### src/rtl/mem_lsu.sv
// MEM-stage load/store unit: req/ack data-bus transactions, stall, load extension.
// Optional LL/SC support is compiled in with `define MEM_LSU_LLSC_EN.
module mem_lsu #(
  parameter int ADDR_W = 32,
  parameter int DATA_W = 32
) (
  input  logic              clk,
  input  logic              rst,
  input  logic              flush,
  input  logic [7:0]        mem_aluop,
  input  logic [31:0]       mem_mem_addr,
  input  logic [31:0]       mem_reg2_data,
  input  logic [31:0]       mem_alu_res,
  input  logic              exc_pending,
  input  logic [DATA_W-1:0] bus_rdata,
  input  logic              bus_ack,
  output logic              bus_req,
  output logic              bus_we,
  output logic [ADDR_W-1:0] bus_addr,
  output logic [3:0]        bus_sel,
  output logic [DATA_W-1:0] bus_wdata,
  output logic [31:0]       wb_data,
  output logic              stallreq,
  output logic              exc_adel,
  output logic              exc_ades
);

  localparam logic [7:0] ALU_LB_OP  = 8'hE0;
  localparam logic [7:0] ALU_LBU_OP = 8'hE4;
  localparam logic [7:0] ALU_LH_OP  = 8'hE1;
  localparam logic [7:0] ALU_LHU_OP = 8'hE5;
  localparam logic [7:0] ALU_LW_OP  = 8'hE3;
  localparam logic [7:0] ALU_SB_OP  = 8'hE8;
  localparam logic [7:0] ALU_SH_OP  = 8'hE9;
  localparam logic [7:0] ALU_SW_OP  = 8'hEB;
`ifdef MEM_LSU_LLSC_EN
  localparam logic [7:0] ALU_LL_OP  = 8'hF0;
  localparam logic [7:0] ALU_SC_OP  = 8'hF8;
`endif

  localparam logic [1:0] SZ_B = 2'd0;
  localparam logic [1:0] SZ_H = 2'd1;
  localparam logic [1:0] SZ_W = 2'd2;

  typedef enum logic [1:0] {
    IDLE,
    BUSY,
    DONE,
    DRAIN
  } state_t;

  state_t            state_q, state_d;
  logic              bus_req_q, bus_req_d;
  logic              bus_we_q, bus_we_d;
  logic [ADDR_W-1:0] bus_addr_q, bus_addr_d;
  logic [3:0]        bus_sel_q, bus_sel_d;
  logic [DATA_W-1:0] bus_wdata_q, bus_wdata_d;
  logic [31:0]       rdata_q, rdata_d;

  logic        is_load;
  logic        is_store;
  logic        sext;
  logic [1:0]  size;
  logic        misalign;
  logic        mem_op;
  logic        access;
  logic [3:0]  sel;
  logic [31:0] wdata;
  logic [7:0]  ld_b;
  logic [15:0] ld_h;
  logic [31:0] load_val;
  logic [1:0]  a;

`ifdef MEM_LSU_LLSC_EN
  logic is_ll;
  logic is_sc;
  logic llbit_q, llbit_d;
`endif

  assign a = mem_mem_addr[1:0];

  always_comb begin
    is_load  = 1'b0;
    is_store = 1'b0;
    sext     = 1'b0;
    size     = SZ_W;
`ifdef MEM_LSU_LLSC_EN
    is_ll    = 1'b0;
    is_sc    = 1'b0;
`endif
    case (mem_aluop)
      ALU_LB_OP:  begin is_load = 1'b1; size = SZ_B; sext = 1'b1; end
      ALU_LBU_OP: begin is_load = 1'b1; size = SZ_B; end
      ALU_LH_OP:  begin is_load = 1'b1; size = SZ_H; sext = 1'b1; end
      ALU_LHU_OP: begin is_load = 1'b1; size = SZ_H; end
      ALU_LW_OP:  is_load = 1'b1;
      ALU_SB_OP:  begin is_store = 1'b1; size = SZ_B; end
      ALU_SH_OP:  begin is_store = 1'b1; size = SZ_H; end
      ALU_SW_OP:  is_store = 1'b1;
`ifdef MEM_LSU_LLSC_EN
      ALU_LL_OP:  begin is_load = 1'b1; is_ll = 1'b1; end
      ALU_SC_OP:  begin is_store = 1'b1; is_sc = 1'b1; end
`endif
      default: ;
    endcase
  end

  assign mem_op   = is_load | is_store;
  assign misalign = ((size == SZ_H) & a[0]) |
                    ((size == SZ_W) & (a != 2'b00));
  assign exc_adel = is_load & misalign;
  assign exc_ades = is_store & misalign;

`ifdef MEM_LSU_LLSC_EN
  // A failed SC never reaches the bus.
  assign access = mem_op & ~misalign & ~exc_pending & ~flush &
                  ~(is_sc & ~llbit_q);
`else
  assign access = mem_op & ~misalign & ~exc_pending & ~flush;
`endif

  // Big-endian lanes: byte address 0 lives in bits 31:24.
  always_comb begin
    sel   = 4'b1111;
    wdata = mem_reg2_data;
    case (size)
      SZ_B: begin
        sel   = 4'b1000 >> a;
        wdata = {4{mem_reg2_data[7:0]}};
      end
      SZ_H: begin
        sel   = a[1] ? 4'b0011 : 4'b1100;
        wdata = {2{mem_reg2_data[15:0]}};
      end
      default: ;
    endcase
  end

  always_comb begin
    case (a)
      2'd0:    ld_b = rdata_q[31:24];
      2'd1:    ld_b = rdata_q[23:16];
      2'd2:    ld_b = rdata_q[15:8];
      default: ld_b = rdata_q[7:0];
    endcase
    ld_h = a[1] ? rdata_q[15:0] : rdata_q[31:16];
    case (size)
      SZ_B:    load_val = sext ? {{24{ld_b[7]}}, ld_b} : {24'b0, ld_b};
      SZ_H:    load_val = sext ? {{16{ld_h[15]}}, ld_h} : {16'b0, ld_h};
      default: load_val = rdata_q;
    endcase
  end

  always_comb begin
    wb_data = mem_alu_res;
    if (is_load) wb_data = load_val;
`ifdef MEM_LSU_LLSC_EN
    // llbit is already cleared in DONE, so success is implied by the state.
    if (is_sc) wb_data = {31'b0, (state_q == DONE) | llbit_q};
`endif
  end

  always_comb begin
    state_d     = state_q;
    bus_req_d   = bus_req_q;
    bus_we_d    = bus_we_q;
    bus_addr_d  = bus_addr_q;
    bus_sel_d   = bus_sel_q;
    bus_wdata_d = bus_wdata_q;
    rdata_d     = rdata_q;
    stallreq    = 1'b0;
`ifdef MEM_LSU_LLSC_EN
    llbit_d     = llbit_q;
`endif
    case (state_q)
      IDLE: begin
        if (access) begin
          stallreq    = 1'b1;
          bus_req_d   = 1'b1;
          bus_we_d    = is_store;
          bus_addr_d  = {mem_mem_addr[ADDR_W-1:2], 2'b00};
          bus_sel_d   = sel;
          bus_wdata_d = wdata;
          state_d     = BUSY;
        end
      end
      BUSY: begin
        stallreq = 1'b1;
        if (flush) begin
          if (bus_ack) begin
            bus_req_d = 1'b0;
            state_d   = IDLE;
          end else begin
            state_d = DRAIN;
          end
        end else if (bus_ack) begin
          rdata_d   = bus_rdata;
          bus_req_d = 1'b0;
          state_d   = DONE;
`ifdef MEM_LSU_LLSC_EN
          if (is_ll) llbit_d = 1'b1;
          if (is_sc) llbit_d = 1'b0;
`endif
        end
      end
      DONE: state_d = IDLE;
      DRAIN: begin
        // The bus cannot retract a request, so wait out the orphan ack.
        stallreq = access;
        if (bus_ack) begin
          bus_req_d = 1'b0;
          state_d   = IDLE;
        end
      end
      default: state_d = IDLE;
    endcase
`ifdef MEM_LSU_LLSC_EN
    if (flush) llbit_d = 1'b0;
`endif
  end

  always_ff @(posedge clk) begin
    if (rst) begin
      state_q     <= IDLE;
      bus_req_q   <= 1'b0;
      bus_we_q    <= 1'b0;
      bus_addr_q  <= '0;
      bus_sel_q   <= 4'b0;
      bus_wdata_q <= '0;
      rdata_q     <= 32'b0;
    end else begin
      state_q     <= state_d;
      bus_req_q   <= bus_req_d;
      bus_we_q    <= bus_we_d;
      bus_addr_q  <= bus_addr_d;
      bus_sel_q   <= bus_sel_d;
      bus_wdata_q <= bus_wdata_d;
      rdata_q     <= rdata_d;
    end
  end

`ifdef MEM_LSU_LLSC_EN
  always_ff @(posedge clk) begin
    if (rst) llbit_q <= 1'b0;
    else     llbit_q <= llbit_d;
  end
`endif

  assign bus_req   = bus_req_q;
  assign bus_we    = bus_we_q;
  assign bus_addr  = bus_addr_q;
  assign bus_sel   = bus_sel_q;
  assign bus_wdata = bus_wdata_q;

endmodule

### config.mk
export PLATFORM = sky130hd
export DESIGN_NAME = mem_lsu
export DESIGN_NICKNAME = d
export VERILOG_FILES = /design/src/rtl/mem_lsu.sv
export SDC_FILE = /design/constraint.sdc
export NUM_CORES = 1
export LEC_CHECK = 0
export CAP_MARGIN = 0
export CORE_MARGIN = 4
export CORE_UTILIZATION = 42
export DETAILED_ROUTE_END_ITERATION = 8
export HOLD_SLACK_MARGIN = 0.05
export PLACE_DENSITY = 0.91
export SETUP_SLACK_MARGIN = 0.2
export SLEW_MARGIN = 0
export SYNTH_ARGS = -nofsm -noshare
export SYNTH_HDL_FRONTEND = slang
export SYNTH_SLANG_ARGS = --single-unit
### constraint.sdc
create_clock -name clk -period 3.2 [get_ports clk]
set_input_delay 0.64 -clock clk [delete_from_list [all_inputs] [get_ports clk]]
set_output_delay 0.64 -clock clk [all_outputs]
set_load 0.03 [all_outputs]
# After elaboration in Yosys (flattened, before gate mapping)
# Cells that the tools add are included.
[classes] eq_ne=19 shift=1 mux=24 bitwise_logic=12 n_reduce_logical=15
[ops] op="$pmux 32 s2" n=2
[ops] op="$mux 32" n=3
[ops] op="$eq 8x8->1 const B" n=8
[ops] op="$pmux 8 s3" n=1
[ops] op="$mux 16" n=1
[ops] op="$mux 2" n=5
[ops] op="$reduce_and 3->1" n=3
[ops] op="$reduce_or 3->1" n=3
[ops] op="$eq 2x2->1 const B" n=4
[ops] op="$pmux 2 s4" n=1
[ops] op="$pmux 4 s2" n=1
[ops] op="$and 1x1->1" n=7
[ops] op="$eq 2x1->1 const B" n=3
[ops] op="$logic_not 2->1" n=3
[ops] op="$mux 1" n=6
[ops] op="$reduce_or 5->1" n=1
[ops] op="$mux 4" n=1
[ops] op="$ne 2x2->1 const B" n=2
[ops] op="$pmux 2 s2" n=1
[ops] op="$reduce_bool 2->1" n=2
[ops] op="$reduce_or 2->1" n=2
[ops] op="$shr 4x2->4 const A" n=1
[ops] op="$ne 3x3->1 const B" n=1
[ops] op="$not 1->1" n=3
[ops] op="other kinds (5)" n=6
[word_totals] reg_bits=102 inputBits=141 out_inout_bits=105 wordCells=78

# Depth between registers and ports, before layout
[depth] ltp_word=12 ltp_mapped=8 ltp_nobuf=6

# Least setup slack after synthesis
# OpenSTA, ideal clock, no wires.
[synth_path] path_kind="input to output" from="input mem_aluop[0]" to="output wb_data[10]" arrival_time_ns=2.359 t_required_ns=2.560 setup_slack_ns=0.201 cell_stages=6 path_buffers=2 path_cell_list="buf_2 -> buf_2 -> inv_1 -> nor4_1 -> a22oi_1 -> a21oi_1"
[synth_between] elab_chain_cells=6 elab_cells_between_ends=19 classes_between="eq/ne (8); mux (6); reduce/logical (5)"
[synth_lines] item="start, declared" line="10" text="input logic [7:0] mem_aluop,"
[synth_lines] item="$eq 8x8->1" line="91" text="case (mem_aluop)"
[synth_lines] item="$reduce_or 3->1 (no line) / $reduce_or 2->1 (equally long branches)"
[synth_lines] item="$pmux 2 s2 / $mux 1 (equally long branches)" line="91"
[synth_lines] item="$eq 2x1->1, or another cell as far along" line="147" text="case (size)"
[synth_lines] item="$pmux 32 s2" line="147"
[synth_lines] item="$mux 32 (*)" line="156" text="if (is_load) wb_data = load_val;"
[synth_lines] item="end, declared" line="22" text="output logic [31:0] wb_data,"
# Every way passes the cells marked *; elsewhere a longest branch is shown, timed or not.

# Final worst setup path
[layout_path] from="input mem_mem_addr[1]" to="output stallreq"
[layout_between] elab_chain_cells=9
[layout_lines] item="start, declared" line="11" text="input logic [31:0] mem_mem_addr,"
[layout_lines] item="$reduce_bool 2->1 (*)" line="110" text="((size == SZ_W) & (a != 2'b00));"
[layout_lines] item="$and 1x1->1 (*)" line="110"
[layout_lines] item="$or 1x1->1 (*)" line="109" text="assign misalign = ((size == SZ_H) & a[0]) |"
[layout_lines] item="$not 1->1 (*)" line="119" text="assign access = mem_op & ~misalign & ~exc_pending & ~flush;"
[layout_lines] item="$and 1x1->1 (*) (3 in a row)" line="119"
[layout_lines] item="$mux 1" line="177" text="if (access) begin"
[layout_lines] item="$pmux 1 s3 (*)" line="175" text="case (state_q)"
[layout_lines] item="end, declared" line="23" text="output logic stallreq,"
# Marked as above.

==> results.toml <==
[global_routing]
grt_pass1_wl_um = 32680
grt_pass1_vias = 6199
grt_use_total = 0.2753
antenna_found_initial = 3
overflow = 0
grt_max_degree = 80

[timing]
rsz0062_at_grt = "false"
setup_slack_ns = 0.2503
hold_ws_ns = 0.4591
drv_slew = 0
setup_viol = 0
tightestPinTransition_ns = 0.6460
post-route-period-util = 0.9218
slew_headroom = 0.5694
skew_ns = 0.007497
hold_violations = 0
tns_ns = 0
period_minus_slack_ns = 2.950
timing.fmax_mhz = 339.0

[routing]
drt-pass1-iter-count = 6
drc = 0
drt_iter0_drc = 701
vias = 6399
drt-total-wl_um = 20790
ant_nets = 0
via_per_inst = 5.653
wl_per_cell_um = 18.36

[worst_setup_path]
start_kind = "primary input"
cp.required_ns = 2.56
timing.critical_path.buf_inv = 4
crit_arrival_ns = 2.31
critPathMaxFanout = 13
slowest_stage = "or3b_4"
setup.worst_path.end_class = "primary output"
cpPeakStageDelay_ns = 0.40
crit_chain = "dlygate4sd2_1 > buf_4 > buf_4 > or3b_4 > a211oi_4 > a21oi_2 > nor2_2 > buf_12"
crit_top_cell = "buf_4"
critPathKind = "in2out"
critPathTopFamily = "buffers and inverters"

[floorplanning]
dieArea_sq_um = 14650
start_util = 0.4271
fp.dieH_um = 121.1
dieWidth_um = 121.1
num_rows = 41
pin_count = 246
coreArea_sq_um = 12570

[power]
cellInternalPower_mw = 2.116
p_per_area_nw_per_um2 = 336.0
clkPwrFrac = 0.378
power_frac_comb = 0.177
leakage_nw = 2.922
max-vdd-ir-drop_v = 0.0002523
net-switching-power_uw = 745.0
p_sw_frac = 0.2604
p_total_mw = 2.861
seqPwrFrac = 0.445

[synth]
seq_area_frac_synth = 0.3804
syn_area_sq_um = 5368
synth_edf_count = 0
synthCells = 721
yosys_register_bits = 102
synthArstFlopShare = 0
synth_common_cells = "a21oi_1, dfxtp_1, nand2_1"
synthFlopType = "dfxtp_1"
synth_top_area_frac = 0.3804
synth_area_leader_cell = "dfxtp_1"
yosys-top-cells-area = "dfxtp_1, a21oi_1, o21ai_0"
synthDistinctLibCells = 52
syn_avg_cell_area_sq_um = 7.445
synth.most_common_cell = "a21oi_1"
yosys_warnings = 0

[final_layout]
layout.nets = 1099
final_core_util = 0.6776
drive_above_1_share = 0.1441
synthToLayoutAreaGrowth_pct = 58.65

[clocking]
path_clk_slew_ns = 0.06
htreeDepth = 3
clk_latency_ns = 0.34
cts_tree = "yes"
postCtsHoldBufs = 0
cts_inserted_buffers = 9
cts_buffer_depth = 2
clock-root-buffer = "clkbuf_16"
clkSinkCount = 102

[job]
cap_violations = 0

[placement]
io_buffers = 243
dpl_worst_slack_ns = -0.3571
hpwlAfterDp_um = 14830
gp_congestion = 0.9328

[hold_path]
hold_class = "reg2reg"

[outcome]
status = "complete, no violations"
==> flip-flops by register name, indices dropped and copies added, names as in the netlist <==
signal and count:
bus_wdata 32, rdata_q 32, bus_addr 30, bus_sel 4, state_q 2, bus_req 1
bus_we 1
==> metrics by stage <==
stage | cells | area [sq um]
floorplan | 722 | 5371
global placement | 1105 | 8068
detailed placement | 1105 | 8068
CTS | 1130 | 8508
global route | 1131 | 8513
finish | 1132 | 8516
==> what timing repair did <==
| action | CTS | global route |
|---|---|---|
| gates cloned | 2 | 0 |
| setup buffers | 7 | 0 |
| gates resized for setup | 102 | 4 |
| pin swaps | 11 | 2 |
| endpoints found under the setup margin | 33 | 19 |
==> power groups by stage <==
stage / Clock [mW] / Sequential (mW) / Combinational [mW]
floorplan: 0 / 1.31 / 0.199
global placement: 0 / 1.30 / 0.493
detailed placement: 0 / 1.30 / 0.498
CTS: 1.09 / 1.27 / 0.502
global route: 1.16 / 1.27 / 0.536
finish: 1.08 / 1.27 / 0.506
==> per-layer routing <==
metal / vias up / routed length [um] / global-route usage
met4: 2 / 684 / 0.08994
li1: 3043 / - / -
met2: 330 / 9837 / 0.4425
met5: - / 13 / 0
met3: 58 / 1828 / 0.05828
met1: 2966 / 8423 / 0.3685
==> placed cells by master (no fill, tap or decap), drive strengths merged, types with 7 or more instances in the layout <==
cell	netlist	routed
nor2	40	40
o2111ai	9	9
o21ai	86	86
a21oi	133	133
inv	8	8
nand2	91	91
a22oi	11	11
a211o	20	20
dfxtp	102	102
dlygate4sd2	0	7
clkdlybuf4s50	0	197
a211oi	7	7
buf	17	86
clkbuf	58	13
mux2i	10	10
nand3	63	63
==> path summary, 6_finish.rpt <==
check,slack [ns],to,start,depth (start not counted)
worst max-delay path,0.25,stallreq,mem_mem_addr[1],8
worst min-delay path,0.46,rdata_q[2],rdata_q[2],2
worst max register to register,1.26,bus_addr[10],state_q[0],6
worst min register to register,0.46,rdata_q[2],rdata_q[2],2
==> cells by family after synthesis <==
family,share of synthesized area
other,0.0006986
AOI/OAI and AO/OA,0.3154
adders and majority gates,0.01166
DFF,0.3804
and+or+nand+nor,0.1888
muxes,0.03543
buffers and inverters,0.06760
==> worst min-delay path, cell delays in order, from the launching register on <==
cell     delay [ns]
dfxtp_1        0.31
nand2_1        0.05
a21oi_1        0.05
==> cell type report <==
class / instances / area [sq um]
sequential: 102 / 2042
clock inverter: 4 / 30.03
fill: 1052 / 4053
antenna: 2 / 5.005
inverter: 8 / 30.03
timing repair buffer: 295 / 2859
clock buffer: 12 / 266.5
tap: 172 / 215.2
multi-input combinational: 537 / 3068
No activity file was read; power rests on OpenSTA's default activity.
